`src/rtl/spi_pkg.sv`:
```
// spi_master shared types and constants.
// Opcodes, FSM states and frame widths.
package spi_pkg;
  localparam int CMD_W  = 10;
  localparam int DATA_W = 8;

  typedef enum logic [1:0] {
    WR_ADDR = 2'b00,
    WR_DATA = 2'b01,
    RD_ADDR = 2'b10,
    RD_DATA = 2'b11
  } opcode_e;

  typedef enum logic [2:0] {
    IDLE,
    START,
    DIR,
    SHIFT,
    WAIT,
    CAPTURE,
    END
  } state_e;
endpackage

```
`src/rtl/spi_master_shreg.sv`:
```
// Command PISO and read-byte SIPO for spi_master.
// rx_next is the byte as it will look after this cycle's capture.
module spi_master_shreg
  import spi_pkg::*;
(
  input  logic              clk,
  input  logic              rst,
  input  logic              load,
  input  logic              shift,
  input  logic              capture,
  input  logic [CMD_W-1:0]  din,
  input  logic              miso,
  output logic              tx_bit,
  output logic [DATA_W-1:0] rx_next
);

  logic [CMD_W-1:0]  tx_q;
  logic [DATA_W-1:0] rx_q;

  always_ff @(posedge clk) begin
    if (rst) begin
      tx_q <= '0;
      rx_q <= '0;
    end else begin
      if (load)
        tx_q <= din;
      else if (shift)
        tx_q <= {tx_q[CMD_W-2:0], 1'b0};
      if (capture)
        rx_q <= rx_next;
    end
  end

  assign tx_bit  = tx_q[CMD_W-1];
  assign rx_next = {rx_q[DATA_W-2:0], miso};

endmodule

```
`src/rtl/spi_master.sv`:
```
// Single-clock SPI initiator: 10-bit command frames,
// 8-bit reply capture on read-data frames.
module spi_master
  import spi_pkg::*;
#(
  parameter int RD_LATENCY = 2
) (
  input  logic              clk,
  input  logic              rst,
  input  logic              cmd_valid,
  output logic              cmd_ready,
  input  logic [CMD_W-1:0]  cmd_data,
  output logic              rsp_valid,
  output logic [DATA_W-1:0] rsp_data,
  output logic              done,
  output logic              busy,
  output logic              SS_n,
  output logic              MOSI,
  input  logic              MISO
);

  state_e      state_q, state_d;
  logic [3:0]  cnt_q, cnt_d;
  opcode_e     op_q;
  logic        accept, load, shift, capture, cap_last;
  logic        tx_bit;
  logic [DATA_W-1:0] rx_next;

  spi_master_shreg u_shreg (
    .clk     (clk),
    .rst     (rst),
    .load    (load),
    .shift   (shift),
    .capture (capture),
    .din     (cmd_data),
    .miso    (MISO),
    .tx_bit  (tx_bit),
    .rx_next (rx_next)
  );

  assign accept   = (state_q == IDLE) && cmd_valid && cmd_ready;
  assign cap_last = (state_q == CAPTURE) && (cnt_q == 4'd0);

  always_comb begin
    state_d = state_q;
    cnt_d   = cnt_q;
    load    = 1'b0;
    shift   = 1'b0;
    capture = 1'b0;
    unique case (state_q)
      IDLE: begin
        if (accept) begin
          state_d = START;
          load    = 1'b1;
        end
      end
      START: state_d = DIR;
      DIR: begin
        state_d = SHIFT;
        cnt_d   = 4'd9;
        shift   = 1'b1;
      end
      SHIFT: begin
        if (cnt_q == 4'd0) begin
          state_d = (op_q == RD_DATA) ? WAIT : END;
          cnt_d   = 4'(RD_LATENCY - 1);
        end else begin
          cnt_d = cnt_q - 4'd1;
          shift = 1'b1;
        end
      end
      WAIT: begin
        if (cnt_q == 4'd0) begin
          state_d = CAPTURE;
          cnt_d   = 4'd7;
        end else begin
          cnt_d = cnt_q - 4'd1;
        end
      end
      CAPTURE: begin
        capture = 1'b1;
        if (cnt_q == 4'd0)
          state_d = END;
        else
          cnt_d = cnt_q - 4'd1;
      end
      END: state_d = IDLE;
      default: state_d = IDLE;
    endcase
  end

  // Outputs are registered from the next state so they line up
  // with the state they describe.
  always_ff @(posedge clk) begin
    if (rst) begin
      state_q   <= IDLE;
      cnt_q     <= 4'd0;
      op_q      <= WR_ADDR;
      cmd_ready <= 1'b0;
      busy      <= 1'b0;
      SS_n      <= 1'b1;
      MOSI      <= 1'b0;
      done      <= 1'b0;
      rsp_valid <= 1'b0;
      rsp_data  <= '0;
    end else begin
      state_q   <= state_d;
      cnt_q     <= cnt_d;
      if (accept)
        op_q <= opcode_e'(cmd_data[CMD_W-1:CMD_W-2]);
      cmd_ready <= (state_d == IDLE);
      busy      <= (state_d != IDLE);
      SS_n      <= (state_d == IDLE) || (state_d == END);
      MOSI      <= ((state_d == DIR) || (state_d == SHIFT)) && tx_bit;
      done      <= (state_d == END);
      rsp_valid <= (state_d == END) && (op_q == RD_DATA);
      if (cap_last)
        rsp_data <= rx_next;
    end
  end

endmodule
```
`config.mk`:
```
export PLATFORM = sky130hd
export DESIGN_NAME = spi_master
export DESIGN_NICKNAME = d
export VERILOG_FILES = /design/src/rtl/spi_pkg.sv /design/src/rtl/spi_master_shreg.sv /design/src/rtl/spi_master.sv
export SDC_FILE = /design/constraint.sdc
export NUM_CORES = 1
export LEC_CHECK = 0
export BUFFER_PORTS_ARGS = -buffer_cell sky130_fd_sc_hd__buf_4
export CAP_MARGIN = 20
export CORE_ASPECT_RATIO = 0.6
export CORE_UTILIZATION = 58
export CTS_BUF_LIST = sky130_fd_sc_hd__clkbuf_2
export DETAILED_ROUTE_END_ITERATION = 16
export HOLD_SLACK_MARGIN = 0.12
export PLACE_DENSITY = 0.87
export SLEW_MARGIN = 25
export SYNTH_ARGS = -nofsm -noshare
export SYNTH_HDL_FRONTEND = slang
export SYNTH_HIERARCHICAL = 1
export SYNTH_SLANG_ARGS = --single-unit
```
`constraint.sdc`:
```
create_clock -name clk -period 2.1 [get_ports clk]
set_input_delay 0.42 -clock clk [delete_from_list [all_inputs] [get_ports clk]]
set_output_delay 0.42 -clock clk [all_outputs]
set_load 0.05 [all_outputs]
```
* Yosys cells after proc, flatten, opt, wreduce, memory -nomap -nowiden *
Index checks and enable logic that the tools add are counted.
W data, S select, Z words.

word-level totals
  bits in registers = 40
  input bits = 14
  output and inout bits = 14

operators by class
  $add $sub $neg = 1
  eq/ne operators = 10
  mux-type cells = 17
  reduce and logical (&&, ||, !) cells = 14

operators by type and width
  operator               number
  $mux W10               2
  $pmux W3 S6            1
  $pmux W4 S4            1
  $eq A3 B2 Y1 const B   4
  $mux W3                4
  $mux W4                3
  $eq A3 B3 Y1 const B   3
  $logic_not A3 Y1       2
  $logic_and A1 B1 Y1    5
  $logic_not A4 Y1       1
  $mux W1                4
  $reduce_bool A4 Y1     1
  $sub A4 B1 Y4 const B  1
  $eq A3 B1 Y1 const B   1
  $reduce_bool A3 Y1     1
  $eq A2 B2 Y1 const B   1
  $logic_or A1 B1 Y1     2
  $mux W2                1
  $ne A2 B2 Y1 const B   1
  $pmux W1 S2            1
  $reduce_and A2 Y1      1
  $reduce_bool A2 Y1     1

* Logic depth before layout (Yosys ltp) *
  depth after elaboration = 8
  mapped depth = 7

* Modules after synthesis *
Netlist, hierarchy kept.

modules (own cells, without submodules)
  module            times used  cells each  area an instance (um^2)
  spi_master        1           106         1,022.2
  spi_master_shreg  1           68          711.9

* Worst setup path before layout *
Ideal clock, no wire load.

  kind = register to register
  from = reg cmd_ready
  to = reg u_shreg.tx_q[1]
  arrival = 1,722 ps
  setup slack = 293 ps
  stages on the path, launching flop included = 6
  cell sequence = dfxtp_1 > nand2_1 > nor4_2 > buf_4 > clkinv_1 > a211oi_1

between the ends
  longest elaborated chain between the ends = 4
  elaborated cells on any way between the ends = 5

ends and longest elaborated chain
  element                                                line                    text
  start, declared                                        spi_master.sv:11        output logic cmd_ready,
  start signal, assigned                                 spi_master.sv:111       cmd_ready <= (state_d == IDLE);
  $logic_and A1 B1 Y1 *                                  spi_master.sv:41        assign accept = (state_q == IDLE) && cmd_valid && cmd_ready;
  $mux W1 *                                              spi_master.sv:52        if (accept) begin
  $mux W1 *                                              spi_master.sv:50        unique case (state_q)
  via load                                               spi_master.sv:25        logic accept, load, shift, capture, cap_last;
  $mux W10 / $reduce_bool A2 Y1 (equally long branches)  --
  end signal, assigned                                   spi_master_shreg.sv:26  tx_q <= din;
  end signal, assigned                                   spi_master_shreg.sv:28  tx_q <= {tx_q[CMD_W-2:0], 1'b0};
  end, declared                                          spi_master_shreg.sv:17  logic [CMD_W-1:0] tx_q;

Mark *: on every way through the listed nets, which the timed path passes. The rest lies on a longest branch.
A chain may end at the register's enable or synchronous reset.

* Final worst setup path *
  from = reg cnt_q[0]
  to = reg rsp_data[5]

between the ends
  longest elaborated chain between the ends = 2

ends and longest elaborated chain
  element                 line               text
  start, declared         spi_master.sv:23   logic [3:0] cnt_q, cnt_d;
  start signal, assigned  spi_master.sv:108  cnt_q <= cnt_d;
  $logic_not A4 Y1        spi_master.sv:42   assign cap_last = (state_q == CAPTURE) && (cnt_q == 4'd0);
  $logic_and A1 B1 Y1     spi_master.sv:42
  end signal, assigned    spi_master.sv:118  rsp_data <= rx_next;
  end, declared           spi_master.sv:14   output logic [DATA_W-1:0] rsp_data,

Every way passes these cells.

==> impl_metrics.yaml <==
setup_path:
  worst_ep_arrival_time_ps: 2230
  timing.critical_path.fanout_max: 9
  timing_worst_setup_path_type: "reg2reg"
  largest_stage_delay_on_the_critical_path_ps: 520
  worst_path_slowest_cell: "sky130_fd_sc_hd__and3_1"
  cp_data_required_time_ps: 2400
  critical_path.top_delay_family: "simple AND/OR/NAND/NOR gates"
  cp.buffers_inverters: 1
  endpoint_kind: "flip-flop"
  crit_path_start_kind: "flip-flop"
  crit_path_cell_trace: "inv_1 -> ha_1 -> nor3b_1 -> and3_1 -> mux2i_1 -> nor2_1"
clocking:
  clk_pin_slew_worst_paths_ps: 190
  max-clock-path-buffers: 2
  cts.root.buffer_cell: "sky130_fd_sc_hd__clkbuf_2"
  clock_sink_count: 40
  cts_repair_resize_count: 0
  ctsHtreeMaxLevel: 2
  cts_buffers: 5
  hold_buffers: 0
  tritoncts: "done"
  worst_skew_pair.late_latency_ps: 410
  postCtsSetupRepairBufs: 0
final_layout:
  diodes: 0
  finalNetCount: 215
  final_core_util: 0.737
  flow.area_growth_from_synthesis_pct: 13.2
  layout-drive-gt1-share: 0.215
grt:
  grt_start_max_net_pins: 39
  antenna_found_initial: 0
  wire_length_of_the_first_global_routing_pass_mm: 5.92
  globalRoute.totalOverflow: 0
  grt.total_usage: 0.255
  first_global_vias: 1295
sta:
  finalSetupViolCount: 0
  final_period_minus_worst_setup_slack_ps: 1920
  hold_viol_final: 0
  worst_case_headroom_to_the_max_slew_limit: 0.671
  finalCritPeriodShare: 0.916
  finalHoldWorstSlack_ps: 263
  drv_slew: 0
  rsz0062_at_grt: "false"
  finalClockSkew_ps: 16.1
  timing_limited_maximum_frequency_mhz: 520
  finalSetupTns_ps: 0
  timing_worst_slew_pin_value_ps: 493
synth:
  most_repeated_cell_in_the_gate_level_netlist_after_synthesis: "sky130_fd_sc_hd__dfxtp_1"
  count_of_flip_flops_with_a_built_in_enable_after_synthesis: 0
  synth.yosys.seq_area_share: 0.462
  yosys_most_used_dff: "sky130_fd_sc_hd__dfxtp_1"
  syn_area_per_cell_um2: 9.97
  synthArstFlopShare: 0
  synthTopCellsByCount: "sky130_fd_sc_hd__dfxtp_1 (40), sky130_fd_sc_hd__mux2i_1 (26), sky130_fd_sc_hd__nor2_1 (25), sky130_fd_sc_hd__a211oi_1 (10), sky130_fd_sc_hd__nor2b_1 (10)"
  post_synth_instance_area_um2: 1730
  syn-instance-count: 174
  synth_top_area_share: 0.462
  synthesis.nets: 190
  synth_seq_cells: 40
  ys_warn_count: 6
  synth_cell_types: 39
  synthDominantAreaCellType: "sky130_fd_sc_hd__dfxtp_1"
  ys_top_cells_by_area: "sky130_fd_sc_hd__dfxtp_1 (46%), sky130_fd_sc_hd__mux2i_1 (15%), sky130_fd_sc_hd__nor2_1 (5.4%)"
power_and_ir_drop:
  ir_drop_v: 0.000505
  power.share.combinational: 0.227
  power_density_over_the_cells_nw_per_um2: 786
  power.share.switching: 0.309
  power_report.internal_total_uw: 1070
  p_leak_uw: 0.000751
  pwr-share-seq: 0.561
  pwr-share-clk: 0.212
  switchingPower_uw: 477
detailed_routing:
  route.final.wire_length_mm: 3.63
  drtPass1Iterations: 4
  remaining_drc_errors: 0
  drt-wirelength-per-cell_um: 15.1
  first_iteration_detailed_routing_drc_count: 171
  ant_nets: 0
  detail_route.vias_per_cell: 5.62
  route.vias.total: 1348
run_status:
  run_status: "finished clean"
floorplanning:
  initial_core_utilization: 0.651
  die_width_um: 72.6
  floorplan.core_area_um2: 2660
  floorplan.die.height_um: 44.4
  die_area_um2: 3220
  fp-row-count: 14
  design.portCount: 28
placement:
  numPortBuffers: 27
  hpwl_mm: 2.58
  place_congestion: 0.965
run:
  max_cap_viol_count: 0
hold_path:
  holdCritPathClass: "in2reg"
==> worst min-delay path, delay by kind of cell <==
family / cells / cell delay, ps
buffers and inverters: 1 / 110
AO/OA/AOI/OAI: 1 / 60
AND/OR/NAND/NOR: 1 / 70
==> routing by layer <==
layer / track usage / wire, um / vias up
met5: 0 / 0 / -
met4: 0.110 / 65 / 0
met3: 0.0911 / 334 / 8
met2: 0.404 / 1650 / 61
met1: 0.321 / 1580 / 615
li1: - / - / 664
==> state kept, by name, summed over array words and instances (netlist names), 2 cells and up <==
register      flops
state_q           3
cnt_q             4
op_q              2
rsp_data          8
u_shreg/tx_q     10
u_shreg/rx_q      7
==> worst paths after layout <==
check | startpoint | slack (ps) | to | cells after the start
worst max register to register | cnt_q[0]$_SDFFE_PP0P_ | 180 | rsp_data[5]$_SDFFE_PP0P_ | 6
worst max-delay path | cnt_q[0]$_SDFFE_PP0P_ | 180 | rsp_data[5]$_SDFFE_PP0P_ | 6
worst min register to register | u_shreg/tx_q[9]$_SDFFE_PP0P_ | 520 | MOSI$_SDFF_PP0_ | 1
worst min-delay path | cmd_data[0] | 260 | u_shreg/tx_q[0]$_SDFFE_PP0P_ | 3
==> cells by family (layout without fill, tap and decap cells) <==
kind of cell	count (synthesis)	after routing	share of synthesized area
compound gates	28	28	0.118
fa+ha+maj	2	2	0.0144
buf+inv	15	41	0.0556
flops	40	40	0.462
mux	26	26	0.150
simple gates	63	63	0.201
==> power groups by stage <==
| stage | clock, uW | combinational (uW) | sequential, uW |
|---|---|---|---|
| finish | 327 | 350 | 865 |
| global placement | 0 | 332 | 874 |
| global route | 364 | 378 | 875 |
| detailed placement | 0 | 347 | 878 |
| CTS | 335 | 347 | 863 |
| floorplan | 0 | 241 | 893 |
==> area by class of cell <==
type	instances	area (um2)
clock buffer	7	35.0
multi-input combinational	119	837
inverter	3	11.3
sequential	40	801
fill	206	699
clock inverter	1	3.75
tap	40	50.0
timing repair buffer	30	225
==> stage by stage <==
stage | instances | area [um2] | worst slack, ps | total power, uW
2_1_floorplan | 174 | 1730 | 293 | 1130
3_3_place_gp | 232 | 1920 | 409 | 1210
3_5_place_dp | 232 | 1920 | 225 | 1220
4_1_cts | 240 | 1960 | 182 | 1550
5_1_grt | 240 | 1960 | 80.9 | 1620
6_report | 240 | 1960 | 176 | 1540
==> placed cells by master, fill, tap and decap left out, types with 4 or more instances in the layout <==
cell | netlist | final
sky130_fd_sc_hd__dfxtp_1 | 40 | 40
sky130_fd_sc_hd__nor3_1 | 7 | 7
sky130_fd_sc_hd__buf_4 | 4 | 30
sky130_fd_sc_hd__a211oi_1 | 10 | 10
sky130_fd_sc_hd__nor2b_1 | 10 | 10
sky130_fd_sc_hd__clkbuf_2 | 0 | 7
sky130_fd_sc_hd__nor2_1 | 25 | 25
sky130_fd_sc_hd__a21oi_1 | 4 | 4
sky130_fd_sc_hd__nand2_1 | 4 | 4
sky130_fd_sc_hd__mux2i_1 | 26 | 26
Note: power is estimated with default switching activity, not from simulation.
